### src/rtl/ins_fetch_split.sv
// ins_fetch_split: PC, ROM addressing and opcode/immediate capture ahead of the control FSM (optional ILLEGAL_OP_EN trap)
module ins_fetch_split #(
    parameter int              PC_W   = 8,
    parameter logic [PC_W-1:0] RST_PC = '0
) (
    input  logic            clk,
    input  logic            rst_n,
    input  logic            en,
    input  logic            ins_load,
    input  logic            pc_load,
    input  logic            pc_inc,
    output logic [PC_W-1:0] rom_addr,
    input  logic [7:0]      rom_data,
    output logic [3:0]      opcode,
    output logic [1:0]      op1_sel,
    output logic [1:0]      op2_sel,
    output logic [7:0]      imm,
    output logic            ins_valid,
    output logic            imm_valid,
    output logic            two_byte,
    output logic [PC_W-1:0] pc_hold,
    output logic            illegal_op
);
    typedef enum logic {S_OP, S_IMM} state_t;
`ifdef ILLEGAL_OP_EN
    localparam bit ILL_EN = 1'b1;
`else
    localparam bit ILL_EN = 1'b0;
`endif
    state_t          state_q, state_d;
    logic [PC_W-1:0] pc_q, pc_d, pc_hold_q, pc_hold_d;
    logic [7:0]      ir_q, ir_d, imm_q, imm_d;
    logic            ins_valid_q, ins_valid_d, imm_valid_q, imm_valid_d, illegal_q, illegal_d;
    logic            bad_op;
    assign bad_op     = ILL_EN && rom_data[7:5] == 3'b111;
    assign rom_addr   = pc_q;
    assign opcode     = ir_q[7:4];
    assign op1_sel    = ir_q[3:2];
    assign op2_sel    = ir_q[1:0];
    assign imm        = imm_q;
    assign ins_valid  = ins_valid_q;
    assign imm_valid  = imm_valid_q;
    assign two_byte   = ir_q[7:5] == 3'b110;
    assign pc_hold    = pc_hold_q;
    assign illegal_op = illegal_q;
    // Next state: en low abandons any instruction; a latched illegal opcode freezes PC and capture
    always_comb begin
        state_d     = state_q;
        pc_d        = pc_q;
        pc_hold_d   = pc_hold_q;
        ir_d        = ir_q;
        imm_d       = imm_q;
        ins_valid_d = ins_valid_q;
        imm_valid_d = imm_valid_q;
        illegal_d   = illegal_q;
        if (!en) begin
            state_d     = S_OP;
            ins_valid_d = 1'b0;
            imm_valid_d = 1'b0;
            illegal_d   = 1'b0;
        end else begin
            if (pc_load) pc_hold_d = pc_q;
            if (pc_inc && !illegal_q) pc_d = pc_q + 1'b1;
            if (ins_load && !illegal_q) begin
                if (state_q == S_OP) begin
                    ir_d        = rom_data;
                    ins_valid_d = 1'b1;
                    imm_valid_d = 1'b0;
                    illegal_d   = bad_op;
                    state_d     = rom_data[7:5] == 3'b110 ? S_IMM : S_OP;
                end else begin
                    imm_d       = rom_data;
                    imm_valid_d = 1'b1;
                    state_d     = S_OP;
                end
            end
        end
    end
    // State registers with asynchronous clear
    always_ff @(posedge clk or negedge rst_n) begin
        if (!rst_n) begin
            state_q     <= S_OP;
            pc_q        <= RST_PC;
            pc_hold_q   <= '0;
            ir_q        <= '0;
            imm_q       <= '0;
            ins_valid_q <= 1'b0;
            imm_valid_q <= 1'b0;
            illegal_q   <= 1'b0;
        end else begin
            state_q     <= state_d;
            pc_q        <= pc_d;
            pc_hold_q   <= pc_hold_d;
            ir_q        <= ir_d;
            imm_q       <= imm_d;
            ins_valid_q <= ins_valid_d;
            imm_valid_q <= imm_valid_d;
            illegal_q   <= illegal_d;
        end
    end
endmodule

### config.mk
export PLATFORM = sky130hd
export DESIGN_NAME = ins_fetch_split
export DESIGN_NICKNAME = d
export VERILOG_FILES = /design/src/rtl/ins_fetch_split.sv
export SDC_FILE = /design/constraint.sdc
export NUM_CORES = 1
export LEC_CHECK = 0
export CORE_UTILIZATION = 44
export DETAILED_ROUTE_END_ITERATION = 8
export PLACE_DENSITY = 0.78
export SLEW_MARGIN = 15
export SYNTH_ARGS = -nofsm -noshare
export SYNTH_HDL_FRONTEND = slang
export SYNTH_SLANG_ARGS = --single-unit
### constraint.sdc
create_clock -name clk -period 1.35 [get_ports clk]
set_clock_uncertainty 0.1 [all_clocks]
set_input_delay 0.2025 -clock clk [delete_from_list [all_inputs] [get_ports clk]]
set_output_delay 0.2025 -clock clk [all_outputs]
set_load 0.03 [all_outputs]
# ---- Yosys cells after proc, flatten, opt, wreduce, memory -nomap -nowiden
# Cells that the tools add are included.
dict set report totals {
  register_bits 36
  in_bits 14
}
dict set report op_classes {
  reduce_logical 8
  bitwise_logic 1
  n_eq_ne 4
  add_sub_neg 1
  n_mux 13
}
# cell n
set ops {}
lappend ops {{1-bit two-way mux} 13}
lappend ops {{8-bit by 1-bit adder with 8-bit output, second input constant} 1}
lappend ops {{3-bit == test, second input constant} 2}
lappend ops {{2-bit AND reduction} 3}
lappend ops {{3-bit AND reduction} 2}
lappend ops {{1-bit logical AND} 2}
lappend ops {{2-bit by 1-bit != test with 1-bit output, second input constant} 1}
lappend ops {{2-bit != test, second input constant} 1}
lappend ops {{1-bit logical NOT} 1}
lappend ops {{1-bit inverter} 1}

# ---- Longest topological paths before layout
dict set report depth {
  depth_word 5
  mapped_depth 4
}

# ---- Worst setup path before layout
# Ideal clock, no wire load.
dict set report synth_path {
  path_type {reg-to-reg}
  startpoint {reg pc_q[0], in the netlist rom_addr[0]}
  endpoint {reg pc_q[6], in the netlist rom_addr[6]}
  stages_incl_launch_ff 5
  setup_slack_ns -0.053
  arrival_ns 1.223
  cell_sequence {dfrtp_1 ha_1 nand3_4 nor3_1 xor2_1}
}
dict set report synth_between {
  elab_chain_cells 1
}
# element line_no
set synth_lines {}
lappend synth_lines {{start, declared} 31} ;# logic [PC_W-1:0] pc_q, pc_d, pc_hold_q, pc_hold_d;
lappend synth_lines {{start signal, assigned} 92} ;# pc_q <= pc_d;
lappend synth_lines {{8-bit by 1-bit adder with 8-bit output} 63} ;# if (pc_inc && !illegal_q) pc_d = pc_q + 1'b1;
# Every way passes these cells.
# A chain may end at the register's enable or synchronous reset.

# ---- Final worst setup path
dict set report layout_path {
  startpoint {reg ir_q[7]}
  endpoint {out two_byte}
}
dict set report layout_between {
  elab_chain_cells 1
}
# element line_no
set layout_lines {}
lappend layout_lines {{start, declared} 32} ;# logic [7:0] ir_q, ir_d, imm_q, imm_d;
lappend layout_lines {{start signal, assigned} 94} ;# ir_q <= ir_d;
lappend layout_lines {{3-bit == test} 43} ;# assign two_byte = ir_q[7:5] == 3'b110;
lappend layout_lines {{end, declared} 20} ;# output logic two_byte,
# Every way passes these cells.

==> impl_metrics.xml <==
<?xml version="1.0" encoding="UTF-8"?>
<metrics>
  <group name="floorplan">
    <metric name="fp-row-count" unit="">20</metric>
    <metric name="die_height" unit="um">59.1</metric>
    <metric name="floorplan.die.width" unit="um">59.1</metric>
    <metric name="coreArea" unit="sq um">3080</metric>
    <metric name="initial_utilization" unit="">0.466</metric>
    <metric name="die-area" unit="sq um">3490</metric>
    <metric name="io_pins" unit="">50</metric>
  </group>
  <group name="finish">
    <metric name="final_cell_mix" unit="">30 x dfrtp_1, 25 x mux2_2, 20 x buf_2</metric>
    <metric name="syn2layout_area_growth" unit="%">36.8</metric>
    <metric name="layout-drive-gt1-share" unit="">0.565</metric>
    <metric name="layout.nets" unit="">169</metric>
    <metric name="insertedDiodeCount" unit="">0</metric>
    <metric name="final_cells" unit="">198</metric>
    <metric name="most_common_library_cell_in_the_layout_ignoring_fill_and_taps" unit="">dfrtp_1</metric>
  </group>
  <group name="timing">
    <metric name="timing.final.crit_period" unit="ns">1.34</metric>
    <metric name="timing.final.hold_violations" unit="">0</metric>
    <metric name="unrepaired_setup_endpoints_after_global_routing" unit="">yes</metric>
    <metric name="final-max-slew-violation-count" unit="">0</metric>
    <metric name="fin_ws" unit="ns">0.0125</metric>
    <metric name="timing.final.setup_violations" unit="">0</metric>
    <metric name="post-route-period-util" unit="">0.991</metric>
    <metric name="timing.fmax" unit="GHz">0.748</metric>
  </group>
  <group name="setup_path">
    <metric name="critPathLaunchType" unit="">register</metric>
    <metric name="critPathArrivalTime" unit="ns">1.03</metric>
    <metric name="timing_worst_setup_path_type" unit="">register to primary output</metric>
    <metric name="r2r-start" unit="">state_q</metric>
    <metric name="critPathCaptureType" unit="">primary output</metric>
    <metric name="timing.critical_path.fanout_max" unit="">3</metric>
    <metric name="worst-r2r-setup-slack" unit="ns">0.11</metric>
    <metric name="worst-r2r-cell-count" unit="">2</metric>
    <metric name="reg2reg_to" unit="">ir_q[2]</metric>
    <metric name="critical_path_required" unit="ns">1.05</metric>
  </group>
  <group name="synthesis">
    <metric name="synth_adder_area_share" unit="">0.00872</metric>
    <metric name="synth_warnings" unit="">0</metric>
    <metric name="syn_area_per_cell" unit="sq um">15.1</metric>
    <metric name="yosys.area_share.simple" unit="">0.109</metric>
    <metric name="ys_types" unit="">21</metric>
    <metric name="synth.yosys.seq_area_share" unit="">0.610</metric>
    <metric name="syn-cell-area" unit="sq um">1440</metric>
    <metric name="area_share_of_xor_xnor_cells_in_the_synthesized_design" unit="">0.0427</metric>
    <metric name="yosys-mux-area-fraction" unit="">0.210</metric>
    <metric name="largest_family_of_logic_cells_by_synthesized_area" unit="">multiplexers</metric>
    <metric name="synth_fp_nets" unit="">110</metric>
    <metric name="synth_compound_gate_area_share" unit="">0</metric>
    <metric name="synthCells" unit="">95</metric>
    <metric name="synth-seq-cells" unit="">35</metric>
  </group>
  <group name="grt">
    <metric name="grtUsageTotal" unit="">0.183</metric>
    <metric name="grt_first_pass_wirelength" unit="um">4530</metric>
    <metric name="grt_max_degree" unit="">36</metric>
    <metric name="first_global_vias" unit="">981</metric>
    <metric name="grt.overflow.total" unit="">0</metric>
    <metric name="antenna_found_initial" unit="">0</metric>
  </group>
  <group name="power_and_ir_drop">
    <metric name="p_leak" unit="nW">0.959</metric>
    <metric name="powerDensity" unit="nW/um^2">1710</metric>
    <metric name="max-vdd-ir-drop" unit="mV">1.16</metric>
    <metric name="totalPowerFinal" unit="mW">3.36</metric>
  </group>
  <group name="min_path">
    <metric name="holdCritPathClass" unit="">primary input to async pin</metric>
  </group>
  <group name="placed_design">
    <metric name="io_buffers" unit="">48</metric>
    <metric name="place_inst" unit="">191</metric>
    <metric name="gp_routability_congestion" unit="">0.751</metric>
    <metric name="placement.setup.worst_slack" unit="ns">-0.214</metric>
    <metric name="dp_hpwl" unit="um">1980</metric>
  </group>
  <group name="routing">
    <metric name="routed-via-count" unit="">961</metric>
    <metric name="detail_route.wirelength" unit="um">2720</metric>
    <metric name="routed_wire_length_per_instance" unit="um">13.8</metric>
    <metric name="drtPass1Iterations" unit="">2</metric>
    <metric name="antenna_left" unit="">0</metric>
    <metric name="detail_route.vias_per_cell" unit="">4.85</metric>
    <metric name="number_of_drc_violations_after_detailed_routing" unit="">0</metric>
    <metric name="dr.first_iter.drc_count" unit="">15</metric>
  </group>
  <group name="clock_network">
    <metric name="post_cts.repair.setup_buffers" unit="">0</metric>
    <metric name="worst_setup_hold_path_clk_slew" unit="ns">0.10</metric>
    <metric name="clk_root_buffer_cell" unit="">clkbuf_4</metric>
    <metric name="cts_htree_levels" unit="">2</metric>
    <metric name="clock_latency_reported_for_the_late_side_of_the_worst_skew_pair" unit="ns">0.34</metric>
    <metric name="cts_tree" unit="">done</metric>
    <metric name="cts_buffers" unit="">5</metric>
    <metric name="sink_count" unit="">35</metric>
    <metric name="max_clock_buf_depth" unit="">2</metric>
    <metric name="cts-hold-fix-buffers" unit="">0</metric>
  </group>
  <group name="run">
    <metric name="cap_violations" unit="">0</metric>
  </group>
  <group name="outcome">
    <metric name="status" unit="">finished clean</metric>
  </group>
</metrics>
[metal layers]
layer,track usage,part of all wire,up-vias
met2,0.300,0.50,44
met4,0.0714,0.012,0
met3,0.0830,0.075,5
met5,0,0,-
met1,0.209,0.42,474
li1,-,-,438
[synth_stat cells, drive strengths merged]
cell type / instances / share of area
dfrtp: 35 / 0.61
mux2: 25 / 0.20
nand2: 9 / 0.025
xnor2: 5 / 0.031
buf: 3 / 0.017
mux2i: 2 / 0.014
nand3: 2 / 0.024
nor2: 2 / 0.0052
nor2b: 2 / 0.0087
xor2: 2 / 0.012
and3: 1 / 0.0044
and4: 1 / 0.0078
conb: 1 / 0.0026
ha: 1 / 0.0087
nand3b: 1 / 0.014
nand4: 1 / 0.0087
nor3: 1 / 0.0035
nor4bb: 1 / 0.0070
[worst max-delay path by stage]
stage	start	endpoint	slack [ns]
2_1_floorplan	ir_q[7]	two_byte	0.05
3_3_place_gp	en	rom_addr[7]	-0.19
3_5_place_dp	en	pc_hold[2]	-0.21
4_1_cts	ir_q[7]	two_byte	-0.01
5_1_grt	ir_q[7]	two_byte	-0.07
6_report	ir_q[7]	two_byte	0.01
[sequential cells by signal, summed over array words and instances (netlist names)]
register / cells
imm: 8
ir_q: 8
pc_hold: 8
rom_addr: 8
imm_valid: 1
ins_valid: 1
state_q: 1
[metrics by stage]
stage           util  cell area (sq um)  hold WS [ns]  setup TNS (ns)
6_report       0.638               1960         0.122               0
5_1_grt        0.638               1960         0.119         -0.0719
4_1_cts        0.674               2070         0.125         -0.0119
3_5_place_dp   0.646               1990         0.380           -5.48
3_3_place_gp   0.646               1990         0.389           -4.82
2_1_floorplan      -               1440        -0.193               0
[power breakdown]
part           switching [mW]  leakage [nW]  internal (mW)
Sequential              0.207         0.437           1.30
Clock                   0.325        0.0341          0.241
Combinational           0.770         0.487          0.511
Total                    1.30         0.959           2.06
[critical path, stage by stage, from the launching register on]
cell,delay (ns)
dfrtp_1,0.38
nand2_1,0.06
nor2_1,0.09
buf_4,0.17
[cell type report]
type,instances,area [sq um]
multi-input combinational,57,547
clock inverter,1,5.00
tap,44,55.1
clock buffer,6,51.3
timing repair buffer,55,423
sequential,35,882
fill,257,1110
[cells by family after synthesis]
group         count (synthesis)
other cells                   1
flops                        35
simple gates                 21
buf+inv                       3
mux                          27
xor+xnor                      7
fa+ha+maj                     1
[what timing repair did]
action | CTS | global route
hold endpoints to repair | 0 | 0
gates cloned | 0 | 0
gates resized for setup | 72 | 45
endpoints found under the setup margin | 25 | 25
Power figures use the tool's default switching activity.
